`src/rtl/p_mul_arbiter.sv`:
```
// p_mul_arbiter
// Shares one packed multiplier (p_mul) between two requesters. One winner is
// picked in IDLE (round-robin when FAIR=1, requester 0 first when FAIR=0). The
// grant is held until the multiplier completes or the winner drops its valid.
// No arithmetic is done here; operands and results pass straight through.
//
// Ports
//   clock, reset                 : clock, synchronous active-high reset
//   rqN_valid / rqN_ready        : requester handshake; ready is a 1-cycle
//                                  completion pulse with rqN_result
//   rqN_mul_l/mul_h/clmul/pw     : operation select and one-hot pack width
//   rqN_crs1/crs2                : operands
//   rqN_result                   : result, zero unless rqN_ready
//   mul_valid / mul_ready        : multiplier handshake
//   mul_mul_l/mul_h/clmul/pw     : forwarded operation select
//   mul_crs1/crs2                : forwarded operands
//   mul_result                   : multiplier result
//   busy                         : high while an operation is granted
//   grant                        : index of the current or last winner
module p_mul_arbiter #(
  parameter bit FAIR = 1'b1
) (
  input  logic        clock,
  input  logic        reset,

  input  logic        rq0_valid,
  output logic        rq0_ready,
  input  logic        rq0_mul_l,
  input  logic        rq0_mul_h,
  input  logic        rq0_clmul,
  input  logic [4:0]  rq0_pw,
  input  logic [31:0] rq0_crs1,
  input  logic [31:0] rq0_crs2,
  output logic [31:0] rq0_result,

  input  logic        rq1_valid,
  output logic        rq1_ready,
  input  logic        rq1_mul_l,
  input  logic        rq1_mul_h,
  input  logic        rq1_clmul,
  input  logic [4:0]  rq1_pw,
  input  logic [31:0] rq1_crs1,
  input  logic [31:0] rq1_crs2,
  output logic [31:0] rq1_result,

  output logic        mul_valid,
  input  logic        mul_ready,
  output logic        mul_mul_l,
  output logic        mul_mul_h,
  output logic        mul_clmul,
  output logic [4:0]  mul_pw,
  output logic [31:0] mul_crs1,
  output logic [31:0] mul_crs2,
  input  logic [31:0] mul_result,

  output logic        busy,
  output logic        grant
);

  localparam int NUM_RQ = 2;

  localparam logic [0:0] ST_IDLE = 1'b0;
  localparam logic [0:0] ST_BUSY = 1'b1;

  typedef struct packed {
    logic        mul_l;
    logic        mul_h;
    logic        clmul;
    logic [4:0]  pw;
    logic [31:0] crs1;
    logic [31:0] crs2;
  } op_t;

  // Requesters gathered into indexable arrays so the grant can select them.
  logic [NUM_RQ-1:0]             rq_valid;
  op_t  [NUM_RQ-1:0]             rq_op;
  logic [NUM_RQ-1:0]             rq_ready;
  logic [NUM_RQ-1:0][31:0]       rq_result;

  assign rq_valid = {rq1_valid, rq0_valid};
  assign rq_op[0] = '{mul_l: rq0_mul_l, mul_h: rq0_mul_h, clmul: rq0_clmul,
                      pw: rq0_pw, crs1: rq0_crs1, crs2: rq0_crs2};
  assign rq_op[1] = '{mul_l: rq1_mul_l, mul_h: rq1_mul_h, clmul: rq1_clmul,
                      pw: rq1_pw, crs1: rq1_crs1, crs2: rq1_crs2};

  logic [0:0] state_q, state_d;
  logic       grant_q, grant_d;
  logic       prio_q,  prio_d;

  logic busy_w;
  logic sel_valid;
  op_t  sel_op;
  op_t  fwd_op;
  logic done;

  assign busy_w    = (state_q == ST_BUSY);
  assign sel_valid = rq_valid[grant_q];
  assign sel_op    = rq_op[grant_q];

  // Only a live request may complete; mul_ready on its own is ignored.
  assign done      = busy_w && sel_valid && mul_ready;

  // Fields are forwarded only while BUSY so the multiplier sees zeros otherwise.
  assign fwd_op    = busy_w ? sel_op : '0;
  assign mul_valid = busy_w && sel_valid;
  assign mul_mul_l = fwd_op.mul_l;
  assign mul_mul_h = fwd_op.mul_h;
  assign mul_clmul = fwd_op.clmul;
  assign mul_pw    = fwd_op.pw;
  assign mul_crs1  = fwd_op.crs1;
  assign mul_crs2  = fwd_op.crs2;

  // Completion steering: only the granted requester ever sees ready/result.
  for (genvar i = 0; i < NUM_RQ; i++) begin : g_rq
    assign rq_ready[i]  = done && (grant_q == 1'(i));
    assign rq_result[i] = rq_ready[i] ? mul_result : '0;
  end

  assign rq0_ready  = rq_ready[0];
  assign rq1_ready  = rq_ready[1];
  assign rq0_result = rq_result[0];
  assign rq1_result = rq_result[1];

  assign busy  = busy_w;
  assign grant = grant_q;

  always_comb begin
    state_d = state_q;
    grant_d = grant_q;
    prio_d  = prio_q;
    case (state_q)
      ST_IDLE: begin
        // Arbitration is registered: valid in IDLE never reaches mul_valid
        // in the same cycle.
        if (|rq_valid) begin
          state_d = ST_BUSY;
          if (&rq_valid) grant_d = FAIR ? prio_q : 1'b0;
          else           grant_d = rq_valid[1];
        end
      end
      ST_BUSY: begin
        if (!sel_valid) begin
          // Abort: winner withdrew; preference is left as it was.
          state_d = ST_IDLE;
        end else if (mul_ready) begin
          state_d = ST_IDLE;
          if (FAIR) prio_d = ~grant_q;
        end
      end
      default: state_d = ST_IDLE;
    endcase
  end

  always_ff @(posedge clock) begin
    if (reset) begin
      state_q <= ST_IDLE;
      grant_q <= 1'b0;
      prio_q  <= 1'b0;
    end else begin
      state_q <= state_d;
      grant_q <= grant_d;
      prio_q  <= prio_d;
    end
  end

endmodule

```
`config.mk`:
```
export PLATFORM = sky130hd
export DESIGN_NAME = p_mul_arbiter
export DESIGN_NICKNAME = d
export VERILOG_FILES = /design/src/rtl/p_mul_arbiter.sv
export SDC_FILE = /design/constraint.sdc
export NUM_CORES = 1
export LEC_CHECK = 0
export CAP_MARGIN = 20
export CORE_AREA = 2 2 125 127
export CTS_CLUSTER_SIZE = 20
export DETAILED_ROUTE_END_ITERATION = 12
export DIE_AREA = 0 0 127 129
export GPL_TIMING_DRIVEN = 0
export PLACE_DENSITY = 0.55
export SYNTH_ARGS = -nofsm -noshare
export SYNTH_HDL_FRONTEND = slang
export SYNTH_SLANG_ARGS = --single-unit
```
`constraint.sdc`:
```
create_clock -name clock -period 2.35 [get_ports clock]
set_input_delay 0.47 -clock clock [delete_from_list [all_inputs] [get_ports clock]]
set_output_delay 0.47 -clock clock [all_outputs]
set_load 0.02 [all_outputs]
```
### Yosys cells after proc, flatten, opt, wreduce, memory -nomap -nowiden

Cells that the tools add are included.
W data, S select, Z words.

| word-level totals | value |
|---|---|
| input port bits | 181 |
| register bits after elaboration | 3 |
| logic and storage cells | 26 |
| output and inout port bits | 141 |

| cells by class | value |
|---|---|
| magnitude comparators | 1 |
| reduce and logical (&&, ||, !) cells | 8 |
| mux-type cells | 12 |
| bitwise logic cells | 2 |

Operator list:

| cell | count |
|---|---|
| $mux W72 | 3 |
| $mux W32 | 2 |
| $mux W1 | 6 |
| $logic_and A1 B1 Y1 | 4 |
| $reduce_and A2 Y1 | 2 |
| $reduce_and A3 Y1 | 1 |
| $lt A1 B2 Y1 const B | 1 |
| $not A1 Y1 | 2 |
| $pmux W1 S2 | 1 |
| $reduce_or A2 Y1 | 1 |

### Depth between registers and ports, before layout

| logic depth | value |
|---|---|
| word-level depth | 6 |
| gate-level depth with buffers | 4 |
| mapped depth without buffers | 3 |

### Worst setup path before layout

No wires, ideal clock.

| path | value |
|---|---|
| path kind | flip-flop to output port |
| start point | register state_q (netlist: busy) |
| end point | output port rq0_result[22] |
| data required time | 1.880 ns |
| arrival | 1.281 ns |
| buffers on the path | 2 |
| cell stages (with the launch flop) | 5 |
| setup slack | 0.599 ns |
| path through | dfxtp_1 > and4b_1 > buf_2 > buf_2 > and2_1 |

| between the ends | value |
|---|---|
| word-level cells in the longest chain between the ends | 4 |

RTL lines:

| item | line | RTL |
|---|---|---|
| start: declaration | 86 | `logic [0:0] state_q, state_d;` |
| start signal: assignment | 160 | `state_q <= state_d;` |
| $logic_and A1 B1 Y1 (2 in series) | 101 | `assign done = busy_w && sel_valid && mul_ready;` |
| $logic_and A1 B1 Y1 | 115 | `assign rq_ready[i] = done && (grant_q == 1'(i));` |
| net rq0_ready | 27 | `output logic rq0_ready,` |
| $mux W32 | 116 | `assign rq_result[i] = rq_ready[i] ? mul_result : '0;` |
| end: declaration | 34 | `output logic [31:0] rq0_result,` |

The timed path passes the listed nets, and every way through them passes these cells.

### Final worst setup path

| path | value |
|---|---|
| start point | input port mul_ready |
| end point | output port rq1_result[10] |

| between the ends | value |
|---|---|
| word-level cells in the longest chain between the ends | 3 |

RTL lines:

| item | line | RTL |
|---|---|---|
| start: declaration | 47 | `input logic mul_ready,` |
| $logic_and A1 B1 Y1 | 101 |  |
| $logic_and A1 B1 Y1 | 115 |  |
| $mux W32 | 116 |  |
| end: declaration | 44 | `output logic [31:0] rq1_result,` |

No other way between the ends.

==> summary.log <==
[routing] final WL 11.63 mm
[routing] vias after detailed routing 2913
[global_route] GRT Util Overall 0.1282
[clock_network] CTS Buf Count 3
[final_layout] fraction of final layout cells with drive strength greater than 1 0.1501
[sta] post-route fraction of the period consumed by the critical path 0.9741
[floorplan] Top-Level Pins 322
[clock_network] post-CTS setup-driven buffer insertion count 0
[yosys] post-synth design cell area 1688 µm²
[routing] routed len/inst 15.28 µm
[yosys] gate count after technology mapping 248
[yosys] Seq/Total Area, Yosys 0.03558
[pwr] Static Leakage 2.442 nW
[clock_network] Clock Latency Late Sink 0.22 ns
[global_route] wire length of the first global-routing pass 16.39 mm
[worst_setup_path] worst path arrival time 1.82 ns
[min_path] class of the worst hold path flop to flop
[yosys] Post-Syn Area per Cell 6.806 µm²
[routing] Met2 Wirelength 6.216 mm
[clock_network] Sinks on Clock Net 3
[clock_network] cell at the root of the clock tree sky130_fd_sc_hd__clkbuf_16
[pwr] worst-case vdd ir drop 0.1634 mV
[yosys] YS warnings 0
[worst_setup_path] endpoint kind of the worst setup timing path output pin
[sta] worst clock skew 0.0009025 ns
[global_route] global route overflow 0
[sta] Max Clk Rate 436.8 MHz
[floorplan] die area 16380 µm²
[placed_design] routability-driven placement congestion ratio 0.8374
[sta] normalized max-slew margin 0.6757
[yosys] net count of the mapped netlist 429
[sta] time the final worst path needs with I/O delays and setup 2.289 ns
[sta] final setup violation count 0
[sta] setup repair after global routing missed its margin no
[final_layout] area growth from synthesis to layout 201.8%
[sta] count of pins over their slew limit 0
[final_layout] diode count 0
[global_route] via count of the first global-routing pass 2952
[floorplan] row count 45
[sta] Final Hold Violating Endpoints 0
[sta] post-route setup slack 0.06076 ns
[placed_design] pre-CTS setup slack -0.4849 ns
[clock_network] H-tree depth 1
[floorplan] starting utilization of the core area 0.1127
[final_layout] number of nets at the end of the flow 755
[routing] TritonRoute pass-1 iters 4
[routing] vias per cell 3.828
[routing] DR iter-0 viols 70
[pwr] power per cell area 236.3 nW/µm²
[yosys] synthesis-stage register bit count 3
[placed_design] post-DP HPWL 9.960 mm
[floorplan] die width 127 µm
[routing] remaining antenna violation count after routing 0
[clock_network] TritonCTS clock tree done
[placed_design] total of buffers placed on input and output ports 321
[flow_run] max-cap viol count 0
[floorplan] core area 14980 µm²
[status] outcome completed
[clock_network] clock-pin slew of the registers on the worst-case setup and hold paths 0.03 ns
[final_layout] leading cell type in the layout, fill and taps excluded sky130_fd_sc_hd__clkdlybuf4s50_1
[routing] highest routed layer met4
[clock_network] number of buffers on the longest clock path 2
[floorplan] height of the die 129 µm
[sta] worst-margin pin slew 0.4865 ns
[worst_setup_path] startpoint kind of the worst setup timing path input port
[global_route] maximum number of pins on one net before global-route repair 11
[routing] metal3 WL 987 µm
[sta] Final Hold Slack 0.4900 ns
[final_layout] commonest cells after routing, fill and taps aside sky130_fd_sc_hd__clkdlybuf4s50_1, sky130_fd_sc_hd__nor2_1, sky130_fd_sc_hd__mux2i_1
[worst_setup_path] Crit Path Max Fanout 10
[worst_setup_path] critical setup path kind input port to output pin
[routing] wire length on met1 4.288 mm
[routing] DRC errors left 0
[yosys] number of unique standard cell types used by synthesis 17
[clock_network] number of hold buffers added after CTS 0
[worst_setup_path] endpoint required time on the critical path 1.88 ns
[global_route] initial antenna violation count 0
## logic make-up (layout without fill, tap and decap cells)
logic type             count (synthesis)  after routing  synth area share
buffers and inverters                 25            350           0.09563
AOI/OAI and AO/OA                      4              4           0.01556
DFF                                    3              3           0.03558
and+or+nand+nor                      143            143            0.4203
muxes                                 73             73            0.4329
## cell usage after synthesis
cell                       count  share of area
sky130_fd_sc_hd__dfxtp_1       3          0.036
sky130_fd_sc_hd__o21ai_0       1         0.0030
sky130_fd_sc_hd__clkbuf_1      6          0.013
sky130_fd_sc_hd__buf_2         7          0.021
sky130_fd_sc_hd__and2_1       64           0.24
sky130_fd_sc_hd__and4_1        1         0.0052
sky130_fd_sc_hd__a21oi_1       1         0.0030
sky130_fd_sc_hd__inv_1         2         0.0044
sky130_fd_sc_hd__nor2_1       76           0.17
sky130_fd_sc_hd__clkbuf_2      2         0.0059
sky130_fd_sc_hd__mux2i_1      73           0.43
sky130_fd_sc_hd__and4b_1       1         0.0059
sky130_fd_sc_hd__o22a_1        1         0.0052
sky130_fd_sc_hd__buf_4         1         0.0044
sky130_fd_sc_hd__nor3_1        1         0.0030
sky130_fd_sc_hd__o211ai_1      1         0.0044
sky130_fd_sc_hd__buf_6         7          0.047
## worst max-delay path, cell delays in order
cell                              delay, ns
sky130_fd_sc_hd__clkdlybuf4s50_1       0.50
sky130_fd_sc_hd__and4_4                0.28
sky130_fd_sc_hd__clkbuf_8              0.17
sky130_fd_sc_hd__and2_1                0.13
sky130_fd_sc_hd__clkdlybuf4s15_2       0.26
## report_power, final
| group | internal, mW | total (mW) | leakage [nW] | switching [mW] |
|---|---|---|---|---|
| sequential | 0.0551 | 0.0596 | 0.0251 | 0.00447 |
| combinational | 0.493 | 0.873 | 2.38 | 0.380 |
| clock | 0.224 | 0.271 | 0.0382 | 0.0472 |
| total | 0.772 | 1.20 | 2.44 | 0.432 |
## flip-flops by register name (all words and copies together), names as in the netlist
name and count:
grant 1, busy 1, prio_q 1
## routing by layer
layer / GRT usage / vias up
met5: 0 / -
met4: 0.02586 / 0
met3: 0.03451 / 11
met2: 0.2495 / 165
met1: 0.1391 / 1279
li1: - / 1458
## per-stage QoR
stage | power (mW) | setup TNS [ns] | util | std cells | area, µm²
4_1_cts | 1.225 | -0.01793 | 0.3426 | 761 | 5131
5_1_grt | 1.277 | 0 | 0.3401 | 761 | 5094
3_5_place_dp | 1.001 | -28.41 | 0.3429 | 757 | 5136
3_3_place_gp | 0.9919 | -27.25 | 0.3429 | 757 | 5136
6_report | 1.204 | 0 | 0.3401 | 761 | 5094
2_1_floorplan | 0.4255 | 0 | - | 248 | 1688
## worst paths after layout
kind         slack [ns]  cells after the start                  end                start
min reg2reg        0.49                      2  prio_q$_SDFFE_PP0P_  prio_q$_SDFFE_PP0P_
max                0.06                      5       rq1_result[10]            mul_ready
min                0.49                      2  prio_q$_SDFFE_PP0P_  prio_q$_SDFFE_PP0P_
max reg2reg        1.27                      4   grant$_SDFFE_PP0P_   grant$_SDFFE_PP0P_
## area by class of cell
class                      instances  area (µm²)
timing repair buffer             321        3019
tap                              188       235.2
inverter                           2       7.507
buffer                            23       215.2
clock buffer                       4       78.83
multi-input combinational        220        1476
fill                            1626        9883
sequential                         3       61.31
## timing repair
action,4_1_cts,5_1_grt
pin swaps,1,1
endpoints found under the setup margin,136,49
resized for setup,283,29
(Power assumes the default switching activity.)
